<file path="src/rtl/timer_int_pkg.sv">
// -----------------------------------------------------------------------------
// timer_int_pkg
// Shared constants and types for the multi-channel compare-interrupt
// controller (timer_int_mc and timer_int_ch).
//   MAX_CH      : upper bound on the number of compare channels
//   *_OFS       : register byte offsets relative to BASE_ADDR
//   mode_e      : per-channel match mode (equal / reached)
// -----------------------------------------------------------------------------
package timer_int_pkg;

    localparam int MAX_CH = 32;

    localparam logic [31:0] TIER_OFS = 32'h0000_0014;
    localparam logic [31:0] TISR_OFS = 32'h0000_0018;
    localparam logic [31:0] TIMR_OFS = 32'h0000_001C;
    localparam logic [31:0] TOVF_OFS = 32'h0000_0020;

    typedef enum logic {
        MODE_EQ = 1'b0,
        MODE_GE = 1'b1
    } mode_e;

endpackage

</file>
<file path="src/rtl/timer_int_ch.sv">
// -----------------------------------------------------------------------------
// timer_int_ch
// One compare channel: comparator, rising-edge detector (match_q), sticky
// status bit and, when TIMER_INT_OVF_CNT_EN is defined, an 8-bit saturating
// counter of events that arrive while status is still pending.
// Ports:
//   clk, rst_n : clock, asynchronous active-low reset
//   cnt, tcmp  : free-running counter and this channel's compare value
//   mode       : MODE_EQ (cnt == tcmp) or MODE_GE (cnt >= tcmp, unsigned)
//   mode_wr    : mode register written this cycle; re-arms the edge detector
//   clr        : write-1-to-clear of this channel's status bit
//   ovf_clr    : write to this channel's missed-event counter address
//   status     : latched status bit
//   ovf_cnt    : missed-event count (0 when the counter is not built)
// -----------------------------------------------------------------------------
import timer_int_pkg::*;

module timer_int_ch (
    input  logic        clk,
    input  logic        rst_n,
    input  logic [63:0] cnt,
    input  logic [63:0] tcmp,
    input  mode_e       mode,
    input  logic        mode_wr,
    input  logic        clr,
    input  logic        ovf_clr,
    output logic        status,
    output logic [7:0]  ovf_cnt
);

    logic match_s;
    logic event_s;
    logic match_q_r;
    logic status_r;

    // Compare the counter against this channel's value in the selected mode.
    always_comb begin
        match_s = 1'b0;
        case (mode)
            MODE_EQ: match_s = (cnt == tcmp);
            MODE_GE: match_s = (cnt >= tcmp);
            default: match_s = 1'b0;
        endcase
    end

    assign event_s = match_s & ~match_q_r;

    // Edge detector history; a mode write forces it low so an already-true
    // condition under the new mode fires on the following edge.
    always_ff @(posedge clk or negedge rst_n) begin
        if (!rst_n) begin
            match_q_r <= 1'b0;
        end else if (mode_wr) begin
            match_q_r <= 1'b0;
        end else begin
            match_q_r <= match_s;
        end
    end

    // Sticky status: a new event beats a simultaneous clear.
    always_ff @(posedge clk or negedge rst_n) begin
        if (!rst_n) begin
            status_r <= 1'b0;
        end else if (event_s) begin
            status_r <= 1'b1;
        end else if (clr) begin
            status_r <= 1'b0;
        end
    end

    assign status = status_r;

`ifdef TIMER_INT_OVF_CNT_EN
    logic [7:0] ovf_r;

    // Count events lost because status was still pending and not being cleared.
    always_ff @(posedge clk or negedge rst_n) begin
        if (!rst_n) begin
            ovf_r <= 8'd0;
        end else if (ovf_clr) begin
            ovf_r <= 8'd0;
        end else if (event_s && status_r && !clr && (ovf_r != 8'hFF)) begin
            ovf_r <= ovf_r + 8'd1;
        end
    end

    assign ovf_cnt = ovf_r;
`else
    logic unused_ovf_clr_s;
    assign unused_ovf_clr_s = ovf_clr;
    assign ovf_cnt          = 8'd0;
`endif

endmodule

</file>
<file path="src/rtl/timer_int_mc.sv">
// -----------------------------------------------------------------------------
// timer_int_mc
// Multi-channel compare-interrupt controller. Holds the register decode,
// TIER (enable) and TIMR (mode) registers, the read mux and the interrupt
// combine; per-channel compare/status logic lives in timer_int_ch.
// Optional feature macro: TIMER_INT_OVF_CNT_EN enables per-channel missed-event
// counters readable at +0x20 + 4*i (any write there clears the counter).
// Parameters: NUM_CH (1..32), BASE_ADDR.
// Ports:
//   clk, rst_n   : clock, asynchronous active-low reset
//   wr_en        : one-cycle register write strobe
//   addr, wdata  : byte address (write and read) and write data
//   cnt          : 64-bit timer counter
//   tcmp         : compare values, channel i at [64*i+63:64*i]
//   rdata        : combinational read of the register at addr (0 if unmapped)
//   tier, tisr   : enable and status registers (bits >= NUM_CH are 0)
//   tim_int_vec  : per-channel enable & status
//   tim_int      : OR of tim_int_vec
// -----------------------------------------------------------------------------
import timer_int_pkg::*;

module timer_int_mc #(
    parameter int          NUM_CH    = 4,
    parameter logic [31:0] BASE_ADDR = 32'h2000_0000
) (
    input  logic                 clk,
    input  logic                 rst_n,
    input  logic                 wr_en,
    input  logic [31:0]          addr,
    input  logic [31:0]          wdata,
    input  logic [63:0]          cnt,
    input  logic [64*NUM_CH-1:0] tcmp,
    output logic [31:0]          rdata,
    output logic [31:0]          tier,
    output logic [31:0]          tisr,
    output logic [NUM_CH-1:0]    tim_int_vec,
    output logic                 tim_int
);

    localparam logic [31:0] CH_MASK = (NUM_CH >= MAX_CH) ? 32'hFFFF_FFFF
                                                         : ((32'd1 << NUM_CH) - 32'd1);

    logic [31:0]             off_s;
    logic                    tier_wr_s;
    logic                    tisr_wr_s;
    logic                    timr_wr_s;
    logic [31:0]             tier_r;
    logic [31:0]             timr_r;
    logic [31:0]             tisr_s;
    logic [31:0]             rdata_s;
    logic [31:0]             ovf_rd_s;
    logic [NUM_CH-1:0]       status_s;
    logic [NUM_CH-1:0]       ovf_clr_s;
    logic [NUM_CH-1:0][7:0]  ovf_cnt_s;

    assign off_s     = addr - BASE_ADDR;
    assign tier_wr_s = wr_en && (off_s == TIER_OFS);
    assign tisr_wr_s = wr_en && (off_s == TISR_OFS);
    assign timr_wr_s = wr_en && (off_s == TIMR_OFS);

    // Enable register; only implemented channel bits are stored.
    always_ff @(posedge clk or negedge rst_n) begin
        if (!rst_n) begin
            tier_r <= 32'd0;
        end else if (tier_wr_s) begin
            tier_r <= wdata & CH_MASK;
        end
    end

    // Mode register; only implemented channel bits are stored.
    always_ff @(posedge clk or negedge rst_n) begin
        if (!rst_n) begin
            timr_r <= 32'd0;
        end else if (timr_wr_s) begin
            timr_r <= wdata & CH_MASK;
        end
    end

    for (genvar i = 0; i < NUM_CH; i++) begin : g_ch
        assign ovf_clr_s[i] = wr_en && (off_s == (TOVF_OFS + 32'(4 * i)));

        timer_int_ch u_ch (
            .clk     (clk),
            .rst_n   (rst_n),
            .cnt     (cnt),
            .tcmp    (tcmp[64*i +: 64]),
            .mode    (mode_e'(timr_r[i])),
            .mode_wr (timr_wr_s),
            .clr     (tisr_wr_s & wdata[i]),
            .ovf_clr (ovf_clr_s[i]),
            .status  (status_s[i]),
            .ovf_cnt (ovf_cnt_s[i])
        );
    end

    // Zero-extend the channel status bits to the 32-bit status register view.
    always_comb begin
        tisr_s                = 32'd0;
        tisr_s[NUM_CH-1:0]    = status_s;
    end

`ifdef TIMER_INT_OVF_CNT_EN
    // Select the missed-event counter addressed by off_s, 0 if none matches.
    always_comb begin
        ovf_rd_s = 32'd0;
        for (int i = 0; i < NUM_CH; i++) begin
            ovf_rd_s = ovf_rd_s | ((off_s == (TOVF_OFS + 32'(4 * i))) ? {24'd0, ovf_cnt_s[i]}
                                                                      : 32'd0);
        end
    end
`else
    logic unused_ovf_s;
    assign unused_ovf_s = ^ovf_cnt_s;
    assign ovf_rd_s     = 32'd0;
`endif

    // Read mux over the mapped registers.
    always_comb begin
        rdata_s = 32'd0;
        case (off_s)
            TIER_OFS: rdata_s = tier_r;
            TISR_OFS: rdata_s = tisr_s;
            TIMR_OFS: rdata_s = timr_r;
            default:  rdata_s = ovf_rd_s;
        endcase
    end

    // Outputs are pure gating of flops, so reset drops them without a clock.
    assign rdata       = rdata_s;
    assign tier        = tier_r;
    assign tisr        = tisr_s;
    assign tim_int_vec = tier_r[NUM_CH-1:0] & status_s;
    assign tim_int     = |tim_int_vec;

endmodule

</file>
<file path="config.mk">
export PLATFORM = sky130hd
export DESIGN_NAME = timer_int_mc
export DESIGN_NICKNAME = d
export VERILOG_FILES = /design/src/rtl/timer_int_pkg.sv /design/src/rtl/timer_int_ch.sv /design/src/rtl/timer_int_mc.sv
export SDC_FILE = /design/constraint.sdc
export NUM_CORES = 1
export LEC_CHECK = 0
export ABC_AREA = 1
export CAP_MARGIN = 40
export CORE_AREA = 2 2 189 191
export CTS_BUF_LIST = sky130_fd_sc_hd__clkbuf_16
export DETAILED_ROUTE_END_ITERATION = 10
export DIE_AREA = 0 0 191 193
export MAX_ROUTING_LAYER = met4
export PLACE_DENSITY = 0.55
export SLEW_MARGIN = 20
export SYNTH_ARGS = -nofsm -noshare
export SYNTH_HDL_FRONTEND = slang
export SYNTH_HIERARCHICAL = 1
export SYNTH_SLANG_ARGS = --single-unit
</file>
<file path="constraint.sdc">
create_clock -name clk -period 3.7 [get_ports clk]
set_input_delay 1.11 -clock clk [delete_from_list [all_inputs] [get_ports clk]]
set_output_delay 1.11 -clock clk [all_outputs]
set_load 0.05 [all_outputs]
</file>
[After elaboration in Yosys (flattened, before gate mapping)]
Index checks and enable logic that the tools add are counted.
Cells by class
  add/sub/neg operators: 1
  magnitude comparators: 4
  equality and inequality tests: 7
  muxes and demuxes: 17
  bitwise gates (word level): 17
  reductions and logical operators: 8
Operators with widths (number)
  64-bit == test: 4
  64-bit >= comparator: 4
  32-bit by 5-bit == test with 1-bit output, second input constant: 3
  32-bit by 30-bit subtractor with 32-bit output, second input constant: 1
  1-bit 2-to-1 mux: 12
  4-bit one-hot mux with 3 select lines: 1
  1-bit bitwise AND: 8
  1-bit inverter: 8
  1-bit one-hot mux with 2 select lines: 4
  2-bit nonzero test: 4
  4-bit bitwise AND: 1
  4-bit OR reduction: 1
  1-bit logical AND: 3
Word-level totals
  register bits: 16
  input bits: 387
  output and inout bits: 101
  logic and storage cells: 64

[Depth between registers and ports, before layout]
Gate-level depths: netlist of run 1.
  depth in word-level cells: 6
  mapped depth: 19
  mapped depth without buffers: 19

[Modules after synthesis]
Netlist of run 1, hierarchy kept.
Modules (own cells, without submodules)
  timer_int_ch: instances 4, cells an instance 294, area an instance 1860.5 um2, sequential area each 50.0 um2
  timer_int_mc: instances 1, cells an instance 212, area an instance 1482.7 um2, sequential area each 200.2 um2

[Worst setup path after synthesis of run 1]
Ideal clock, no wire load.
  path kind: input to output
  start point: input addr[29]
  end point: output rdata[0]
  arrival: 2.407 ns
  data required time: 2.590 ns
  setup slack: 0.183 ns
  cell stages on the path: 7
  path buffers: 0
  cells stage by stage: inv_2 > ha_1 > nor3b_4 > nand3_4 > nor2_8 > nand2_1 > nand3_1
Between the ends
  word-level cells in the longest chain between the ends: 3
  elaborated cells on any way between the ends: 5
  those cells by class: 1 x add/sub; 3 x eq/ne; 1 x mux
Ends and longest elaborated chain
  start, declared: line timer_int_mc.sv:29  | input logic [31:0] addr,
  32-bit by 30-bit subtractor with 32-bit output *: line timer_int_mc.sv:56  | assign off_s = addr - BASE_ADDR;
  32-bit by 5-bit == test with 1-bit output: line timer_int_mc.sv:120  | case (off_s)
  4-bit one-hot mux with 3 select lines *: line timer_int_mc.sv:120
  end, declared: line timer_int_mc.sv:33  | output logic [31:0] rdata,
Every way passes the cells marked *; elsewhere a longest branch is shown, timed or not.

[Final worst setup path of run 1]
  start point: input addr[19]
  end point: output rdata[2]
Same word-level chain as after synthesis.

==> metrics.cfg, run 1 <==
[outcome]
outcome = finished, final reports clean

[global_route]
grt_pass1_vias = 9145
grt_max_degree = 17
antenna_found_initial = 0
overflow = 0
grt_pass1_wl_mm = 45.3
grtUsageTotal = 0.160

[worst_hold_path]
whs_path_depth = 3
hold_path.startpoint = g_ch[2].u_ch/match_q_r
hold_path.class = flip-flop to flip-flop
whs_endpoint = g_ch[2].u_ch/status

[final_layout]
multiInputGateArea_um2 = 6670
area_delta_synth_final_pct = 49.8
fillers = 3777
ff_latch_area_um2 = 400
finalNetCount = 2367
n_antenna_cell = 0
layout-drive-gt1-share = 0.0476

[placed_design]
io_buffers = 375
place_congestion = 0.855
hpwl_mm = 27.5
pre_cts_slack_ns = -0.214

[timing]
timing.final.ws_setup_ns = 0.0545
max_slew.worst_pin.slew_ns = 0.543
fin_crit_sh = 0.985
finClkSkew_ns = 0.00107
fmax_ghz = 0.274
slew_headroom = 0.637
hold_slack_ns = 0.476
period_minus_slack_ns = 3.65
hold_viol_final = 0
slew_viol_final = 0
finalSetupViolations = 0

[flow_run]
drv_cap = 0

[critical_path]
crit_arrival_ns = 2.54
required_ns = 2.59
crit_path_end_kind = output pin
reg2reg_slack_ns = 2.92
crit_path_max_incr_delay_ns = 0.41
crit_slowest_cell = clkdlybuf4s50_1
worstSetupPathType = primary input to output pin
crit_path_cell_trace = clkdlybuf4s50_1, nor2_2, nand2_1, nor2_2, nand3_4, nor2_4, nand2_1, nand3_2, buf_12
r2r_start = timr_r[1]
reg2reg_depth = 4
startpoint_type = primary input
path_max_fanout = 5
rr_endpoint = g_ch[1].u_ch/status

[detailed_routing]
vias = 9006
ant_nets = 0
totalWireLength_mm = 29.6
first_iter_violations = 181
wl_per_cell_um = 13.6
vias_per_cell = 4.13
drt_drc_violations_left = 0
drt_pass1_iterations = 4

[floorplan]
dieArea_um2 = 36900
core_area_um2 = 35000
start_util = 0.246
die_h_um = 193
io_pins = 488
die_x_um = 191
rows = 69

[pwr]
ir_drop_uv = 111
power_mw = 1.70
p_leak_nw = 7.38
p_per_area_nw_per_um2 = 132

[clock_network]
htreeDepth = 1
clock_latency_ns = 0.24
clk_pin_slew_worst_paths_ns = 0.05
cts_tree = done
cts_buffer_depth = 2
clkSinkCount = 16
cts-buffers-inserted = 3
cts_setup_buffers = 0
hold_buffers = 0
clock-root-buffer = clkbuf_16

[synthesis]
synth-warning-count = 6
synth_cells = 1339
syn_area_um2 = 8600
avgSynthCellArea_um2 = 6.42

[state kept, by name (all words and copies together), names as in the netlist]
signal / flops
g_ch.u_ch/status: 4
timr_r: 4
tier: 4
g_ch.u_ch/match_q_r: 4
[timing repair]
item	in CTS	in global routing
pin swaps	3	20
resized for setup	7	25
endpoints found under the setup margin	4	4
[power breakdown]
part	leakage [nW]	switching, mW	internal, mW	total (mW)
clock	0.0385	0.0645	0.143	0.208
sequential	0.224	0.00000000894	0.175	0.175
combinational	7.12	0.699	0.613	1.31
[area by class of cell]
class                   count  area share
well taps                 461      0.0448
clock buffers               3     0.00583
flip-flops and latches     16      0.0311
clock inverters             1    0.000292
inverters                 338      0.0985
multi-input cells         983       0.518
repair buffers            381       0.302
[cell usage in the layout (no fill, tap or decap), types with 4 or more instances in the layout]
master and instances:
a21o_1 8, a21oi_1 120, buf_12 4, buf_4 5, clkdlybuf4s50_1 353, conb_1 84, dfrtp_1 16, dlymetal6s2s_1 16
ha_1 256, inv_1 319, inv_2 19, nand2_1 299, nand2_2 5, nand3_1 32, nand3_2 9, nand3b_1 4
nand4_1 21, nor2_1 65, nor2_2 11, nor2_4 4, nor3_1 4, nor3_2 8, nor3_4 4, o21a_1 12
o21ai_0 8, o21ai_1 16, o21bai_1 4
[worst max path at each step]
stage	start	end	slack, ns	depth (start not counted)
floorplan	addr[29]	rdata[0]	0.20	7
global placement	addr[29]	rdata[0]	-0.19	9
detailed placement	addr[29]	rdata[0]	-0.21	9
CTS	addr[31]	rdata[1]	0.002	10
global route	addr[7]	rdata[2]	-0.02	9
finish	addr[19]	rdata[2]	0.05	9
[layer usage]
| metal | wire length (um) | share of wire | up-vias | GRT usage |
|---|---|---|---|---|
| met1 | 12800 | 0.43 | 3901 | 0.188 |
| met5 | 0 | 0 | - | - |
| li1 | - | - | 4824 | - |
| met3 | 1650 | 0.056 | 18 | 0.0165 |
| met2 | 14900 | 0.50 | 263 | 0.298 |
| met4 | 353 | 0.012 | 0 | 0.0200 |
[worst max-delay path, delay by kind of cell]
kind | cells | cell delay [ns]
AND/OR/NAND/NOR | 7 | 0.86
buffers and inverters | 2 | 0.55
[per-stage QoR]
step | utilization | cell area, um2 | instances | setup TNS (ns)
after floorplan | - | 8910 | 1422 | 0
after global placement | 0.363 | 12700 | 2178 | -0.746
after detailed placement | 0.363 | 12700 | 2178 | -0.809
after CTS | 0.365 | 12800 | 2182 | 0
after global routing | 0.368 | 12900 | 2183 | -0.0551
final | 0.368 | 12900 | 2183 | 0
(Power assumes the default switching activity.)
==> inputs of run 2 (changes only) <==
--- a/config.mk
+++ b/config.mk
@@ -13,7 +13,7 @@
 export DIE_AREA = 0 0 191 193
 export MAX_ROUTING_LAYER = met4
 export PLACE_DENSITY = 0.55
-export SLEW_MARGIN = 20
+export SLEW_MARGIN = 15
 export SYNTH_ARGS = -nofsm -noshare
 export SYNTH_HDL_FRONTEND = slang
 export SYNTH_HIERARCHICAL = 1
==> run 2 against run 1 <==
Clock skew barely moved; count of clock-buffer cells in the layout did not move; fmax barely moved; global-route usage did not move; register-to-register slack barely moved; design area fell by 0.12%.
==> metrics.cfg, run 2 (synthesized netlist as in run 1, its figures left out) <==
[timing]
timing.final.ws_setup_ns = 0.0553
hold_slack_ns = 0.476
max_slew.worst_pin.slew_ns = 0.734
hold_viol_final = 0
finClkSkew_ns = 0.00124
fin_crit_sh = 0.985
finalSetupViolations = 0
fmax_ghz = 0.274
slew_headroom = 0.509
period_minus_slack_ns = 3.64
slew_viol_final = 0

[worst_hold_path]
whs_path_depth = 3
whs_endpoint = g_ch[2].u_ch/status
hold_path.startpoint = g_ch[2].u_ch/match_q_r
hold_path.class = flip-flop to flip-flop

[final_layout]
stdcell_count = 2182
final_common_cell = clkdlybuf4s50_1
layout_common_cells = clkdlybuf4s50_1 (353), inv_1 (319), nand2_1 (299)
area_delta_synth_final_pct = 49.6
final_area_um2 = 12900
layout-drive-gt1-share = 0.0471
finalNetCount = 2366
n_antenna_cell = 0

[detailed_routing]
drt_drc_violations_left = 0
totalWireLength_mm = 29.6
ant_nets = 0
wl_per_cell_um = 13.6
drt_pass1_iterations = 6
vias = 9034
vias_per_cell = 4.14
first_iter_violations = 189

[critical_path]
reg2reg_depth = 4
path_max_fanout = 5
rr_endpoint = g_ch[1].u_ch/status
crit_path_end_kind = output pin
required_ns = 2.59
r2r_start = timr_r[1]
reg2reg_slack_ns = 2.92
crit_arrival_ns = 2.53
startpoint_type = primary input
worstSetupPathType = primary input to output pin

[floorplan]
die_x_um = 191
dieArea_um2 = 36900
die_h_um = 193
start_util = 0.246
io_pins = 488
rows = 69
core_area_um2 = 35000

[placed_design]
hpwl_mm = 27.5
place_congestion = 0.855
postPlaceCellArea_um2 = 12700
io_buffers = 375
dp.cells = 2178
pre_cts_slack_ns = -0.214

[global_route]
grt_max_degree = 17
grt_pass1_wl_mm = 45.3
grtUsageTotal = 0.160
grt_pass1_vias = 9145
met3_usage = 0.0165
use_met1 = 0.188
gr-usage-met2 = 0.298
top_usage_layer = met2
overflow = 0
antenna_found_initial = 0

[clock_network]
clock_latency_ns = 0.24
cts_setup_buffers = 0
htreeDepth = 1
cts_buffer_depth = 2
clk_pin_slew_worst_paths_ns = 0.05
cts_tree = done
cts-buffers-inserted = 3
clock-root-buffer = clkbuf_16
clkSinkCount = 16

[pwr]
p_leak_nw = 7.37
ir_drop_uv = 110
p_per_area_nw_per_um2 = 132

[flow_run]
drv_cap = 0

[outcome]
outcome = finished, final reports clean

[run 2: changes by cell type in the layout (fill, tap and decap cells not counted)]
cell	change
buf_8	-1
[run 2: where the power goes]
group	switching [mW]	leakage [nW]	internal, mW
Combinational	0.698	7.11	0.612
Sequential	0.00000000904	0.224	0.175
Clock	0.0631	0.0385	0.143
[run 2: final cells by class]
cell class	instances	area, um2
multi-input combinational	983	6670
tap	461	577
fill	3778	22100
clock inverter	1	3.75
timing repair buffer	380	3870
sequential	16	400
clock buffer	3	75.1
inverter	338	1270
[run 2: through the flow]
stage / setup TNS, ns / total power, mW / utilization
2_1_floorplan: 0 / 0.973 / -
3_3_place_gp: -0.746 / 1.47 / 0.363
3_5_place_dp: -0.809 / 1.50 / 0.363
4_1_cts: 0 / 1.72 / 0.365
5_1_grt: -0.0551 / 1.89 / 0.368
6_report: 0 / 1.69 / 0.368
[run 2: critical path, stage by stage]
cell	delay [ns]
clkdlybuf4s50_1	0.41
nor2_2	0.10
nand2_1	0.06
nor2_2	0.14
nand3_4	0.16
nor2_4	0.22
nand2_1	0.10
nand3_2	0.08
buf_12	0.14
[run 2: worst max path at each step]
stage             start        to  cells after the start
2_1_floorplan  addr[29]  rdata[0]                      7
5_1_grt         addr[7]  rdata[2]                      9
3_3_place_gp   addr[29]  rdata[0]                      9
4_1_cts        addr[31]  rdata[1]                     10
3_5_place_dp   addr[29]  rdata[0]                      9
6_report       addr[19]  rdata[2]                      9
[run 2: timing repair]
action / in CTS / in global routing
hold buffers: 0 / 0
pin swaps: 3 / 20
setup endpoints to repair: 4 / 4
gates resized for setup: 7 / 25
[run 2: routing by layer]
metal | up-vias | routed length, um | share of wire
li1 | 4825 | - | -
met1 | 3916 | 12700 | 0.43
met2 | 273 | 14800 | 0.50
met3 | 20 | 1730 | 0.058
met4 | 0 | 356 | 0.012
met5 | - | 0 | 0
